### src/rtl/mem_stage.sv
// mem_stage: MIPS memory-access stage; waits for data-SRAM responses, aligns load data
// and drops responses that belong to instructions killed by a flush.
module mem_stage (
    input  logic         clk,
    input  logic         reset,
    input  logic         flush,
    input  logic         es_to_ms_valid,
    input  logic [167:0] es_to_ms_bus,
    input  logic         es_outstanding,
    output logic         ms_allowin,
    input  logic         data_sram_data_ok,
    input  logic [31:0]  data_sram_rdata,
    input  logic         ws_allowin,
    output logic         ms_to_ws_valid,
    output logic [125:0] ms_to_ws_bus,
    output logic [10:0]  stall_ms_bus,
    output logic [32:0]  forward_ms_bus,
    output logic         ms_exc_eret
);
    logic         ms_valid, data_buf_valid, ms_ready_go, data_ok_acc;
    logic         mem_req, exc, eret, res_from_cp0;
    logic [167:0] bus;
    logic [31:0]  data_buf, d, rt, alu_result, final_result;
    logic [1:0]   discard_cnt, b, cnt_dec, cnt_inc;
    logic [6:0]   load_op;
    logic [3:0]   gr_we, we;
    logic [4:0]   dest, sh;
    logic [7:0]   byte_v;
    logic [15:0]  half;

    assign load_op      = bus[114:108];
    assign mem_req      = bus[107];
    assign b            = bus[106:105];
    assign rt           = bus[104:73];
    assign gr_we        = bus[72:69];
    assign dest         = bus[68:64];
    assign alu_result   = bus[63:32];
    assign exc          = bus[134];
    assign eret         = bus[125];
    assign res_from_cp0 = bus[123];

    // Responses owed to flushed instructions are swallowed before any can complete one.
    assign data_ok_acc    = data_sram_data_ok && discard_cnt == 2'd0 && ms_valid && mem_req && !data_buf_valid;
    assign ms_ready_go    = !mem_req || exc || data_ok_acc || data_buf_valid;
    assign ms_allowin     = !ms_valid || (ms_ready_go && ws_allowin);
    assign ms_to_ws_valid = ms_valid && ms_ready_go;
    assign d              = data_buf_valid ? data_buf : data_sram_rdata;
    assign sh             = {b, 3'b000};
    assign byte_v         = 8'(d >> sh);
    assign half           = b[1] ? d[31:16] : d[15:0];
    assign cnt_dec        = {1'b0, data_sram_data_ok && discard_cnt != 2'd0};
    assign cnt_inc        = flush ? {1'b0, ms_valid && mem_req && !ms_ready_go} + {1'b0, es_outstanding} : 2'd0;

    always_comb begin
        final_result = load_op[6] ? {{24{byte_v[7]}}, byte_v}
                     : load_op[5] ? {24'd0, byte_v}
                     : load_op[4] ? {{16{half[15]}}, half}
                     : load_op[3] ? {16'd0, half}
                     : load_op[2] ? d
                     : load_op[1] ? (d << (5'd24 - sh)) | (rt & (32'h00ffffff >> sh))
                     : load_op[0] ? (d >> sh) | (rt & ~(32'hffffffff >> sh))
                     : alu_result;
        we = load_op[1] ? gr_we & ~(4'b0111 >> b)
           : load_op[0] ? gr_we & (4'b1111 >> b)
           : gr_we;
    end

    assign ms_to_ws_bus   = {bus[167:125], bus[124:115], we, dest, final_result, bus[31:0]};
    assign stall_ms_bus   = {ms_valid && |we, we & {4{ms_valid}}, dest, ms_valid && (res_from_cp0 || !ms_ready_go)};
    assign forward_ms_bus = {ms_valid && ms_ready_go && !res_from_cp0, final_result};
    assign ms_exc_eret    = ms_valid && (exc || eret);

    always_ff @(posedge clk) begin
        if (reset || flush)
            ms_valid <= 1'b0;
        else if (ms_allowin)
            ms_valid <= es_to_ms_valid;
        if (es_to_ms_valid && ms_allowin)
            bus <= es_to_ms_bus;
        if (reset || flush || (ms_to_ws_valid && ws_allowin))
            data_buf_valid <= 1'b0;
        else if (data_ok_acc && !ws_allowin)
            data_buf_valid <= 1'b1;
        if (data_ok_acc && !ws_allowin)
            data_buf <= data_sram_rdata;
        discard_cnt <= reset ? 2'd0 : discard_cnt - cnt_dec + cnt_inc;
    end
endmodule

### config.mk
export PLATFORM = sky130hd
export DESIGN_NAME = mem_stage
export DESIGN_NICKNAME = d
export VERILOG_FILES = /design/src/rtl/mem_stage.sv
export SDC_FILE = /design/constraint.sdc
export NUM_CORES = 1
export LEC_CHECK = 0
export ABC_AREA = 1
export CAP_MARGIN = 30
export CORE_ASPECT_RATIO = 2
export CORE_MARGIN = 2
export CORE_UTILIZATION = 30
export CTS_BUF_LIST = sky130_fd_sc_hd__clkbuf_16
export DETAILED_ROUTE_END_ITERATION = 10
export DONT_BUFFER_PORTS = 1
export PLACE_DENSITY_LB_ADDON = 0.3
export REMOVE_ABC_BUFFERS = 1
export SYNTH_ARGS = -nofsm -noshare
export SYNTH_HDL_FRONTEND = slang
export SYNTH_SLANG_ARGS = --single-unit
### constraint.sdc
create_clock -name clk -period 7.4 [get_ports clk]
set_input_delay 1.48 -clock clk [delete_from_list [all_inputs] [get_ports clk]]
set_output_delay 1.48 -clock clk [all_outputs]
set_load 0.005 [all_outputs]
Yosys cells after proc, flatten, opt, wreduce, memory -nomap -nowiden
Index checks and enable logic that the tools add are counted.
- logic and storage cells: 69
- register bits after elaboration: 204
- output and inout port bits: 173
- bitwise operators: 9
- shift operators: 6
- mux-type cells: 12
- $add $sub $neg: 4
- reductions and logical operators: 33
- operators by type and width (kind ; count):
    $mux 32 ; 8
    $and 32x32->32 ; 2
    $or 32x32->32 ; 2
    $not 32->32 ; 1
    $shl 32x5->32 ; 1
    $shr 24x5->32 const A ; 1
    $shr 32x5->32 ; 1
    $shr 32x5->32 const A ; 1
    $logic_and 1x1->1 ; 16
    $mux 16 ; 1
    $and 4x4->4 ; 3
    $logic_or 1x1->1 ; 8
    $mux 4 ; 2
    $logic_not 1->1 ; 6
    $sub 5x5->5 const A ; 1
    $not 4->4 ; 1
    $reduce_or 4->1 ; 1
    $shr 3x2->4 const A ; 1
    $shr 4x2->4 const A ; 1
    $add 1x1->2 ; 1
    $add 2x2->2 ; 1
    $logic_not 2->1 ; 1
    $mux 2 ; 1
    $reduce_bool 2->1 ; 1
    $sub 2x1->2 ; 1

Logic depth before layout (Yosys ltp)
- word-level depth: 12
- depth in mapped cells: 16
- gate-level depth less buffers: 14

Worst setup path after synthesis
OpenSTA, ideal clock, no wires.
- kind: input port to flip-flop
- start: input data_sram_data_ok
- end: register bus[0] (enable)
- setup time: 547 ps
- data arrival time: 5851 ps
- slack: 1002 ps
- path buffers: 0
- cell stages on the path: 7
- required time: 6853 ps
- cells stage by stage: inv_1 nor3_2 nand2_1 nand2_2 inv_2 o21ai_2 and2_1
- word-level cells in the longest chain between the ends: 9
- RTL lines (item ; line ; text):
    start, declared ; 11 ; input logic data_sram_data_ok,
    $logic_and 1x1->1 (4 in a row) ; 43 ; assign data_ok_acc = data_sram_data_ok && discard_cnt == 2'd0 && ms_valid && mem_req && !data_buf_valid;
    $logic_or 1x1->1 (2 in a row) ; 44 ; assign ms_ready_go = !mem_req || exc || data_ok_acc || data_buf_valid;
    $logic_and 1x1->1 ; 45 ; assign ms_allowin = !ms_valid || (ms_ready_go && ws_allowin);
    $logic_or 1x1->1 ; 45 ;
    named net ms_allowin ; 10 ; output logic ms_allowin,
    $logic_and 1x1->1 ; 78 ; if (es_to_ms_valid && ms_allowin)
    end signal, assigned ; 79 ; bus <= es_to_ms_bus;
    end, declared ; 22 ; logic [167:0] bus;
The timed path passes the listed nets, and every way through them passes these cells.
A chain may end at the register's enable or synchronous reset.

Final worst setup path
- start: register bus[105]
- end: output ms_to_ws_bus[63]
- word-level cells in the longest chain between the ends: 11
- elaborated cells on any way between the ends: 17
- those cells by class: add/sub: 1; shift: 4; mux: 7; bitwise: 5
- RTL lines (item ; line ; text):
    parallel branches: the longest is 10 deep, another holds $sub 5x5->5 ; n/a ;
    $mux 32 (*) ; 55 ; final_result = load_op[6] ? {{24{byte_v[7]}}, byte_v}
    end, declared ; 15 ; output logic [125:0] ms_to_ws_bus,
Every way passes the cells marked *.

==> impl_metrics.ini <==
[outcome]
outcome = completed

[sta]
max_freq_mhz = 211
hold_violations = 0
finalCriticalPeriod_ns = 4.73
finalMaxSlewViolations = 0
tightest_slew_ns = 1.05
rsz0062_at_grt = false
tns_ns = 0
min_period_over_period_pct = 63.9
setup_viol = 0
relSlewSlack_pct = 29.7
clock_skew_ns = 0.0162

[clocking]
ctsResizeCount = 0
cts_tree = done
cts_buffers = 21
clk_path_buf_depth = 3
ctsHoldBuffers = 0
cts_post_setup_buffers_inserted = 0
htreeDepth = 1
clk_pin_slew_ns = 0.07
cts-root-buf = clkbuf_16
cts.sinks = 204
insertion_delay_ns = 0.53

[grt]
grt_pass1_wl_um = 50100
overflow = 0
grt_max_degree = 114
grt_usage_pct = 17.9
antenna_found_initial = 11
grt_pass1_vias = 7600

[detailed_routing]
drt_iter0_drc = 439
vias = 7508
ant_nets = 0
avgViaCountPerCell = 4.99
firstDrtPassIters = 5
drcViolationCount = 0
routed_wl_um = 35700
routedWlPerCell_um = 23.7

[final_layout]
syn_to_final_growth_pct = 1.89
final_area_mm2 = 0.0111
final_nets = 1244
final_cell_mix = 370 x nand2_1, 200 x edfxtp_1, 108 x nand3_1
final_common_cell = nand2_1
final_layout_size_suffix_gt1_share_pct = 12.5

[synthesis]
yosys.area_share.simple_pct = 22.9
ys_seq_elements = 204
synth_top_family_by_area = simple AND/OR/NAND/NOR gates
synth_xor_area_share_pct = 0.160
synth_cell_types = 36
yosysWarnings = 0
synth_top_area_cell = edfxtp_1
syn_inst = 1174
syn_avg_cell_area_um2 = 9.31
synthMuxAreaShare_pct = 0
synth_compound_gate_area_share_pct = 7.03
netlist_area_mm2 = 0.0109
yosysSeqAreaShare_pct = 55.7
synth_adder_area_share_pct = 0.343
synth_top_area_share_pct = 54.9
synthTopCellsByArea = edfxtp_1 55%, nand2_1 13%, buf_4 9.1%

[placement]
portBuffers = 0
dpl-instance-area_mm2 = 0.0104
hpwl_um = 24700
gp_congestion = 0.826

[worst_setup_path]
path_common_cell = nand2_2
critical_path_class = flop to output pin
path_depth = 7
rr_worst_depth = 9
cp_slowest_cell = inv_2
cp_num_buf_inv = 2
crit_path_end = ms_to_ws_bus[63]
slowest_delay_ns = 0.72
worstReg2RegStart = data_buf_valid
critPathLaunch = bus[105]
r2r_setup_slack_ns = 4.10
path_max_fanout = 40
cp_cell_sequence = buf_4 > inv_2 > nand3_1 > o211ai_2 > nand2_2 > nand2_2 > nand2_1
critPathRequiredTime_ns = 5.92
cp-start-kind = flop
arrival_ns = 3.25
crit_family = simple AND/OR/NAND/NOR gates
reg2reg_to = bus[164]
end_kind = output pin

[die]
initial_core_util_pct = 30.5
num_io_pins = 380
core-area_mm2 = 0.0358
rows = 98
die_area_mm2 = 0.0381
dieHeight_um = 274
die_x_um = 139

[min_path]
hp-class = flop to flop

[power]
irDropWorstVdd_uv = 210
p_leak_nw = 4.50
p_per_area_mw_per_mm2 = 258
finalPower_mw = 2.87

[flow_run]
cap_viol_max_count = 0
==> logic make-up after synthesis <==
logic type	after synthesis
AO/OA/AOI/OAI	130
XOR/XNOR	2
adder cells (fa/ha/maj)	3
buffers and inverters	249
flip-flops	204
AND/OR/NAND/NOR	586
==> cell type report <==
type / count / area, um2
inverters: 72 / 275
diodes: 5 / 12.5
clock inverters: 17 / 215
multi-input cells: 721 / 3330
fillers: 3727 / 24700
well taps: 450 / 563
clock buffers: 21 / 526
repair buffers: 14 / 130
flip-flops and latches: 204 / 6090
==> synth_stat cells (all sizes together) <==
master	number
a21oi	51
a31oi	1
a41oi	1
and2	6
buf	164
clkbuf	13
clkinv	3
dfxtp	4
edfxtp	200
ha	3
inv	69
nand2	404
nand3	110
nor2	55
nor3	1
o211ai	17
o21a	1
o21ai	57
o21bai	1
o22ai	1
or2	10
xor2	2
==> state kept, by name, summed over array words and instances (netlist names) <==
register        cells
data_buf           32
data_buf_valid      1
ms_valid            1
bus               168
discard_cnt         2
==> report_power, final <==
part | internal, mW | leakage, nW | switching [mW]
registers | 1.35 | 1.95 | 0.0381
clock network | 0.670 | 0.357 | 0.495
logic | 0.0896 | 2.19 | 0.234
total | 2.11 | 4.50 | 0.768
==> worst register-to-register path, delay by kind of cell, from the launching register on <==
family | cells | cell delay (ns)
simple gates | 5 | 1.22
buf+inv | 3 | 0.85
flops | 1 | 0.47
compound gates | 1 | 0.19
==> routing by layer <==
layer	vias up	wire length, um	global-route usage [%]	part of all wire [%]
li1	3504	-	-	-
met1	3538	11900	17.8	33
met2	364	19500	33.6	55
met3	90	2590	4.28	7.3
met4	12	1690	9.94	4.7
met5	-	57	0	0.16
==> per-stage QoR <==
stage,instances,hold slack [ns],utilization [%],worst slack (ns)
2_1_floorplan,997,0.495,-,1.00
3_3_place_gp,1460,0.529,29.0,3.03
3_5_place_dp,1461,0.539,29.0,3.07
4_1_cts,1499,0.556,31.1,2.55
5_1_grt,1503,0.581,31.1,2.44
6_report,1504,0.551,31.1,2.67
==> worst min-delay path by stage <==
stage                         from       end  slack (ns)  cells after the start
after floorplan           ms_valid  ms_valid        0.49                      2
after global placement    ms_valid  ms_valid        0.53                      2
after detailed placement  ms_valid  ms_valid        0.54                      2
after CTS                 ms_valid  ms_valid        0.56                      2
after global routing      ms_valid  ms_valid        0.58                      2
final                     ms_valid  ms_valid        0.55                      2
No activity file was read; power rests on OpenSTA's default activity.
